## config.mk

```make
export PLATFORM = sky130hd
export DESIGN_NAME = serial_add_seq
export DESIGN_NICKNAME = d
export VERILOG_FILES = /design/src/rtl/serial_add_seq.sv
export SDC_FILE = /design/constraint.sdc
export NUM_CORES = 1
export LEC_CHECK = 0
export BUFFER_PORTS_ARGS = -buffer_cell sky130_fd_sc_hd__buf_4
export CORE_MARGIN = 2
export CORE_UTILIZATION = 53
export DETAILED_ROUTE_END_ITERATION = 12
export GPL_TIMING_DRIVEN = 1
export PLACE_DENSITY_LB_ADDON = 0.2
export SLEW_MARGIN = 20
export SYNTH_ARGS = -nofsm -noshare
export SYNTH_HDL_FRONTEND = slang
export SYNTH_SLANG_ARGS = --single-unit
```

## constraint.sdc

```tcl
create_clock -name clk -period 2.08 [get_ports clk]
set_clock_uncertainty 0.05 [all_clocks]
set_input_delay 0.416 -clock clk [delete_from_list [all_inputs] [get_ports clk]]
set_output_delay 0.416 -clock clk [all_outputs]
set_load 0.1 [all_outputs]
```

## src/rtl/serial_add_seq.sv

```systemverilog
// Sequencer for a bit-serial adder: loads A/B (B parallel or LSB-first serial),
// runs WIDTH full-adder cycles and commits {cout,sum} with a one-cycle done pulse.
module serial_add_seq #(
  parameter int WIDTH = 4
) (
  input  logic             clk,
  input  logic             reset,
  input  logic             start,
  input  logic             src_sel,
  input  logic [WIDTH-1:0] a,
  input  logic [WIDTH-1:0] b,
  input  logic             in_b,
  input  logic             cin,
  input  logic             abort,
  output logic             busy,
  output logic             done,
  output logic [WIDTH-1:0] sum,
  output logic             cout
);

  localparam int CW = $clog2(WIDTH) + 1;
  localparam logic [CW-1:0] LAST = CW'(WIDTH - 1);

  typedef enum logic [1:0] {S_IDLE, S_LOADB, S_ADD, S_DONE} state_t;

  state_t           state;
  state_t           state_nxt;
  logic             busy_nxt;
  logic             done_nxt;
  logic [WIDTH-1:0] ra;
  logic [WIDTH-1:0] rb;
  logic [WIDTH-1:0] acc;
  logic             c;
  logic [CW-1:0]    cnt;
  logic             s_bit;
  logic             c_nxt;

  function automatic logic fa_sum(input logic x, input logic y, input logic ci);
    return x ^ y ^ ci;
  endfunction

  function automatic logic fa_carry(input logic x, input logic y, input logic ci);
    return (x & y) | (ci & (x ^ y));
  endfunction

  assign s_bit = fa_sum(ra[0], rb[0], c);
  assign c_nxt = fa_carry(ra[0], rb[0], c);

  // State and registered status outputs
  always_ff @(posedge clk) begin
    if (reset) begin
      state <= S_IDLE;
      busy  <= 1'b0;
      done  <= 1'b0;
    end else begin
      state <= state_nxt;
      busy  <= busy_nxt;
      done  <= done_nxt;
    end
  end

  always_comb begin
    state_nxt = state;
    case (state)
      S_IDLE:  if (start) state_nxt = src_sel ? S_LOADB : S_ADD;
      S_LOADB: begin
        if (abort)             state_nxt = S_IDLE;
        else if (cnt == LAST)  state_nxt = S_ADD;
      end
      S_ADD: begin
        if (abort)             state_nxt = S_IDLE;
        else if (cnt == LAST)  state_nxt = S_DONE;
      end
      S_DONE:  state_nxt = S_IDLE;
      default: state_nxt = S_IDLE;
    endcase
  end

  // Status is decoded from the next state so busy/done come straight off flops
  always_comb begin
    busy_nxt = (state_nxt == S_LOADB) || (state_nxt == S_ADD);
    done_nxt = (state_nxt == S_DONE);
  end

  // Operand shift registers, carry, accumulator and committed result
  always_ff @(posedge clk) begin
    if (reset) begin
      ra   <= '0;
      rb   <= '0;
      acc  <= '0;
      c    <= 1'b0;
      cnt  <= '0;
      sum  <= '0;
      cout <= 1'b0;
    end else begin
      case (state)
        S_IDLE: begin
          if (start) begin
            ra  <= a;
            c   <= cin;
            cnt <= '0;
            if (!src_sel) rb <= b;
          end
        end
        S_LOADB: begin
          if (!abort) begin
            rb  <= {in_b, rb[WIDTH-1:1]};
            cnt <= (cnt == LAST) ? '0 : cnt + CW'(1);
          end
        end
        S_ADD: begin
          if (!abort) begin
            c   <= c_nxt;
            ra  <= ra >> 1;
            rb  <= rb >> 1;
            acc <= {s_bit, acc[WIDTH-1:1]};
            if (cnt == LAST) begin
              cnt  <= '0;
              sum  <= {s_bit, acc[WIDTH-1:1]};
              cout <= c_nxt;
            end else begin
              cnt <= cnt + CW'(1);
            end
          end
        end
        default: ;
      endcase
    end
  end

endmodule

```

==> results of run 1 <==
[critical path: stages, from the launching register on]
cell and delay (ps):
dfxtp_1 410, inv_1 110, ha_1 270, nor2b_1 200, a211oi_4 400, mux2i_1 230
nor2_1 50
[stage by stage]
stage / util [%] / instance area (um2) / worst slack (ps) / instances
after floorplan: - / 1170 / 275 / 120
after global placement: 62.7 / 1350 / 322 / 165
after detailed placement: 62.7 / 1350 / 282 / 165
after global routing: 64.4 / 1380 / 119 / 169
after CTS: 64.4 / 1380 / 271 / 169
final: 64.4 / 1380 / 265 / 169
[logic make-up (layout without fill, tap and decap cells)]
group           count (synthesis)  in the layout  synth area share (%)
buf+inv                         9             30                  3.94
compound gates                 15             15                  12.4
mux                            18             18                  15.4
simple gates                   47             47                  19.3
fa+ha+maj                       7              7                  8.09
flops                          24             24                  40.9
[metal layers]
metal,track usage [%],up-vias
met2,30.7,11
met5,0,-
li1,-,453
met3,2.63,2
met1,21.2,416
met4,6.76,0
[flip-flops by register name, indices dropped and copies added (netlist names), 2 cells and up]
signal / cells
rb: 4
ra: 4
acc: 3
state: 2
sum: 4
cnt: 3
[report_power, final]
part           total (W)  leakage (nW)  switching, W  internal, W
Clock           0.000240        0.0210      0.000133     0.000107
Combinational   0.000210         0.356      0.000118    0.0000921
Sequential      0.000505         0.196     0.0000169     0.000488
[cells in the final DEF, fill, tap and decap left out]
master,n
a211oi_4,1
clkbuf_4,3
a211oi_1,4
or2_4,1
fa_1,1
a211oi_2,1
o21bai_1,1
nand2_1,6
inv_1,3
and2_1,2
buf_4,23
clkbuf_8,1
o21ai_0,2
a311oi_1,4
nor3_1,1
mux2i_1,17
and2b_2,1
nor2b_1,6
and3b_1,1
mux2_2,1
ha_1,6
o2bb2ai_1,1
nand3_1,4
nand3b_1,1
nor2b_2,1
a22oi_4,1
dfxtp_1,24
nor2_1,23
[worst paths after layout]
kind / slack, ps / cells past startpoint / endpoint
worst min register to register: 450 / 2 / rb[0]
worst min-delay path: 320 / 3 / rb[3]
worst max register to register: 260 / 6 / ra[3]
worst max-delay path: 260 / 6 / ra[3]
[final cells by class]
class,instances,area (um2)
Timing Repair Buffer,23,173
Fill cell,200,764
Tap cell,28,35.0
Multi-Input combinational cell,87,648
Sequential cell,24,480
Clock buffer,4,36.3
Inverter,3,11.3
==> metrics.txt, run 1 <==
# diodes 0; DR iter-0 viols 7; most frequent cell after synthesis dfxtp_1; total track usage 17.5%; cts bufs inserted 3; Synth Register Bits 24; Root Driver clkbuf_4; post_cts resized 0; final worst-path cycle share 87.3%; number of vias per cell 5.22; outcome complete, no violations; FF-to-FF Start state[0]; layout cell share with drive strength beyond 1 24.1%; Die ar. 2610 um2; arrival time at the worst endpoint 1970 ps; vias in the first global route 829; Netlist cell types 29; Pre-antenna DRT Iters 4; WHS 323 ps; Most used DFF post-synth dfxtp_1; leading area contributor after synthesis dfxtp_1; pin count of the biggest net entering global routing 25; Starting Density 54.7%; die width 51.1 um; area fraction of the dominant cell type after synthesis 40.9%; PD cells 690 nW/um2; min cycle time layout 1820 ps; core area 2150 um2; worst hold start b[3]; syn_area_per_cell 9.79 um2; Cell Area, Synth 1170 um2; Synth top cells by count dfxtp_1 (24), nor2_1 (23), mux2i_1 (17); die height 51.1 um; Worst-path clk slew 130 ps; CTS Sinks 24; Power, Total 0.000955 W; DP Wirelength 1550 um; final hold violations 0; async set-reset flop share out of synthesis 0%; fin nets 164; CTS tree yes; area delta synth->final 17.8%; Worst Setup SP state[0]; # port buffers 21; first-pass GRT wire length 3460 um; fmax 0.551 GHz; post-CTS setup repair buffer count 0; Ys Warns 0; wire per inst 11.9 um; Max-Slew Margin vs Limit 73.1%; global route overflow 0; post-synthesis net count 142; Setup violations, final 0; Routed Wire Length 2020 um; number of synthesized flops with an enable pin 0; Critical Path Fanout Max 9; max cap viols 0; Setup crit end kind flip-flop; Setup crit start kind flip-flop; M1 wire length 953 um; hold_buf cts 0; Top Layer Used met4; RSZ-0062 raised after global routing false; sequential area share after synthesis 40.9%; post-route ant nets 0; VDD IR max 450 uV; Max H-tree Level 1; row cnt 17; Setup CP Type flip-flop to flip-flop; Leakage 0.573 nW; Post-Syn Instances 120; Synth area leaders dfxtp_1 (41%), mux2i_1 (14%), nor2_1 (7.3%), ha_1 (6.4%), nor2b_1 (3.2%); boundary pin count 22; hold crit path type input pin to flip-flop; routed length on met2 994 um; setup tns final 0 ps; metal3 WL 57 um; Final GP Congestion 0.755; CTS max path bufs 2; initial antenna violation count 0; Remaining DRCs 0; clock latency on the worst-skew pair 310 ps; vias 882; Worst Path Required 2240 ps; max-slew violations 0; Least-Margin Pin Slew 402 ps
No activity file was read; power rests on OpenSTA's default activity.
==> inputs of run 2 (changes only) <==
--- a/config.mk
+++ b/config.mk
@@ -5,9 +5,10 @@
 export SDC_FILE = /design/constraint.sdc
 export NUM_CORES = 1
 export LEC_CHECK = 0
+export ABC_AREA = 1
 export BUFFER_PORTS_ARGS = -buffer_cell sky130_fd_sc_hd__buf_4
 export CORE_MARGIN = 2
-export CORE_UTILIZATION = 53
+export CORE_UTILIZATION = 54
 export DETAILED_ROUTE_END_ITERATION = 12
 export GPL_TIMING_DRIVEN = 1
 export PLACE_DENSITY_LB_ADDON = 0.2
==> metrics.txt, run 2 <==
post-CTS setup repair buffer count 0; outcome complete, no violations; Netlist cell types 19; hold_buf cts 0; leading area contributor after synthesis dfxtp_1; area fraction of the dominant cell type after synthesis 38.4%; vias 1,154; fin nets 229; hold crit path type input pin to flip-flop; Ys Warns 0; Comb pwr share 23.2%; boundary pin count 22; Root Driver clkbuf_4; Cell Area, Synth 1250 um2; die width 52.2 um; Most used DFF post-synth dfxtp_1; syn_area_per_cell 6.84 um2; sw frac 29.6%; Final GP Congestion 0.760; multi-input logic area 664 um2; post-synthesis net count 205; part of the power in registers 46.2%; final hold violations 0; Power, Total 0.00111 W; global route overflow 0; Storage cell area 480 um2; first-pass GRT wire length 4410 um; pin count of the biggest net entering global routing 19; Synth Register Bits 24; Worst path slowest cell dfxtp_1; Setup crit start kind flip-flop; number of vias per cell 4.93; area delta synth->final 18.8%; post-route ant nets 0; Top Family by Delay on Critical Path adder cells; Fillers 226; PD cells 748 nW/um2; Remaining DRCs 0; Pre-antenna DRT Iters 4; async set-reset flop share out of synthesis 0%; sequential area share after synthesis 38.4%; Slowest Stage Delay on Critical Path 350 ps; Least-Margin Pin Slew 477 ps; final worst-path cycle share 90.8%; Setup crit end kind flip-flop; top flop regs ra x4, rb x4, sum x4; initial antenna violation count 0; Starting Density 56.6%; Synth area leaders dfxtp_1 (38%), nor2_1 (13%), nand2_1 (11%), inv_1 (7.2%), o21ai_0 (6.4%); clock power share 30.6%; die height 52.2 um; Max-Slew Margin vs Limit 68.1%; Max H-tree Level 1; Setup violations, final 0; post_cts resized 0; total track usage 21.7%; most frequent cell after synthesis nor2_1; Setup CP Type flip-flop to flip-flop; layout cell share with drive strength beyond 1 18.0%; max cap viols 0; clock latency on the worst-skew pair 320 ps; most frequent cells in the layout nor2_1 (42), nand2_1 (37), inv_1 (24), dfxtp_1 (24), buf_4 (21); min cycle time layout 1890 ps; vias in the first global route 1,069; VDD IR max 517 uV; number of synthesized flops with an enable pin 0; Worst-path clk slew 140 ps; Critical Path Fanout Max 9; DP Wirelength 1900 um; row cnt 17; Synth top cells by count nor2_1 (42), nand2_1 (37), dfxtp_1 (24), inv_1 (24), o21ai_0 (16); cts bufs inserted 3; fmax 0.529 GHz; DR iter-0 viols 15; arrival time at the worst endpoint 2080 ps; Worst Path Required 2270 ps; wire per inst 10.5 um; setup tns final 0 ps; leading cell type in the layout, fill and taps excluded nor2_1; WP buf/inv 3; Internal 0.000783 W; # port buffers 21; CTS tree yes; Routed Wire Length 2470 um; # diodes 0; max-slew violations 0; Leakage 0.755 nW; core area 2210 um2; RSZ-0062 raised after global routing false; CTS max path bufs 2; Psw 0.000329 W; worst-path cell chain inv_1 -> ha_1 -> inv_2 -> nor2_4 -> nand2_4 -> o21ai_2 -> nand2_1 -> nand2_1 -> ha_1 -> inv_1 -> nor2_1; Die ar. 2720 um2; Post-Syn Instances 183; CTS Sinks 24
==> run 2: cell count changes in the layout (fill, tap and decap cells not counted), moves of 3 or more <==
cell / delta
a211oi_1: -4
nor2_1: +19
a21oi_1: +9
mux2i_1: -17
o21ai_0: +14
nand3_1: +5
nor2b_1: -6
inv_1: +21
nor2_4: +3
a311oi_1: -4
nand2_1: +31
==> run 2: final cells by class <==
type / instances / area share, %
Inverter: 26 / 6.56
Sequential cell: 24 / 32.3
Tap cell: 28 / 2.35
Clock buffer: 3 / 1.51
Multi-Input combinational cell: 131 / 44.7
Timing Repair Buffer: 21 / 10.6
Clock inverter: 1 / 2.02
==> run 2: worst reg2reg max path: cells and delay by family (launching register included) <==
family          cells  cell delay, ps
compound gates      1              60
fa+ha+maj           2             530
buf+inv             3             330
flops               1             350
simple gates        5             480
==> run 2: per-stage QoR <==
step                instance area [um2]  cells  hold WS [ps]  utilization [%]  setup WS [ps]
floorplan                          1250    183           374                -            460
global placement                   1440    230           386             64.9            372
detailed placement                 1440    230           390             64.9            259
CTS                                1490    234           224             67.3            212
global route                       1490    234           235             67.3           76.9
finish                             1490    234           229             67.3            191
==> run 2: cells by family after synthesis <==
family | Yosys count | synth area share [%]
compound gates | 28 | 12.0
buf+inv | 28 | 8.59
flops | 24 | 38.4
fa+ha+maj | 7 | 7.59
simple gates | 96 | 33.5
==> run 2: metal layers <==
layer  GRT usage, %  wire length [um]  vias up
li1               -                 -      614
met1           25.8              1100      507
met2           38.4              1200       26
met3           2.59               100        7
met4           10.3                59        0
met5              0                 0        -
==> run 2: final timing paths <==
check	start	to	slack, ps	cells past startpoint
worst max-delay path	state[0]	busy	190	11
worst min-delay path	reset	state[0]	230	2
worst max register to register	state[0]	busy	190	11
worst min register to register	ra[3]	ra[3]	410	2
==> run 2: power groups by stage <==
stage | clock network, W | logic [W] | registers, W
6_report | 0.000340 | 0.000258 | 0.000514
5_1_grt | 0.000365 | 0.000295 | 0.000519
4_1_cts | 0.000349 | 0.000260 | 0.000514
3_5_place_dp | 0 | 0.000258 | 0.000524
3_3_place_gp | 0 | 0.000250 | 0.000523
2_1_floorplan | 0 | 0.000169 | 0.000543
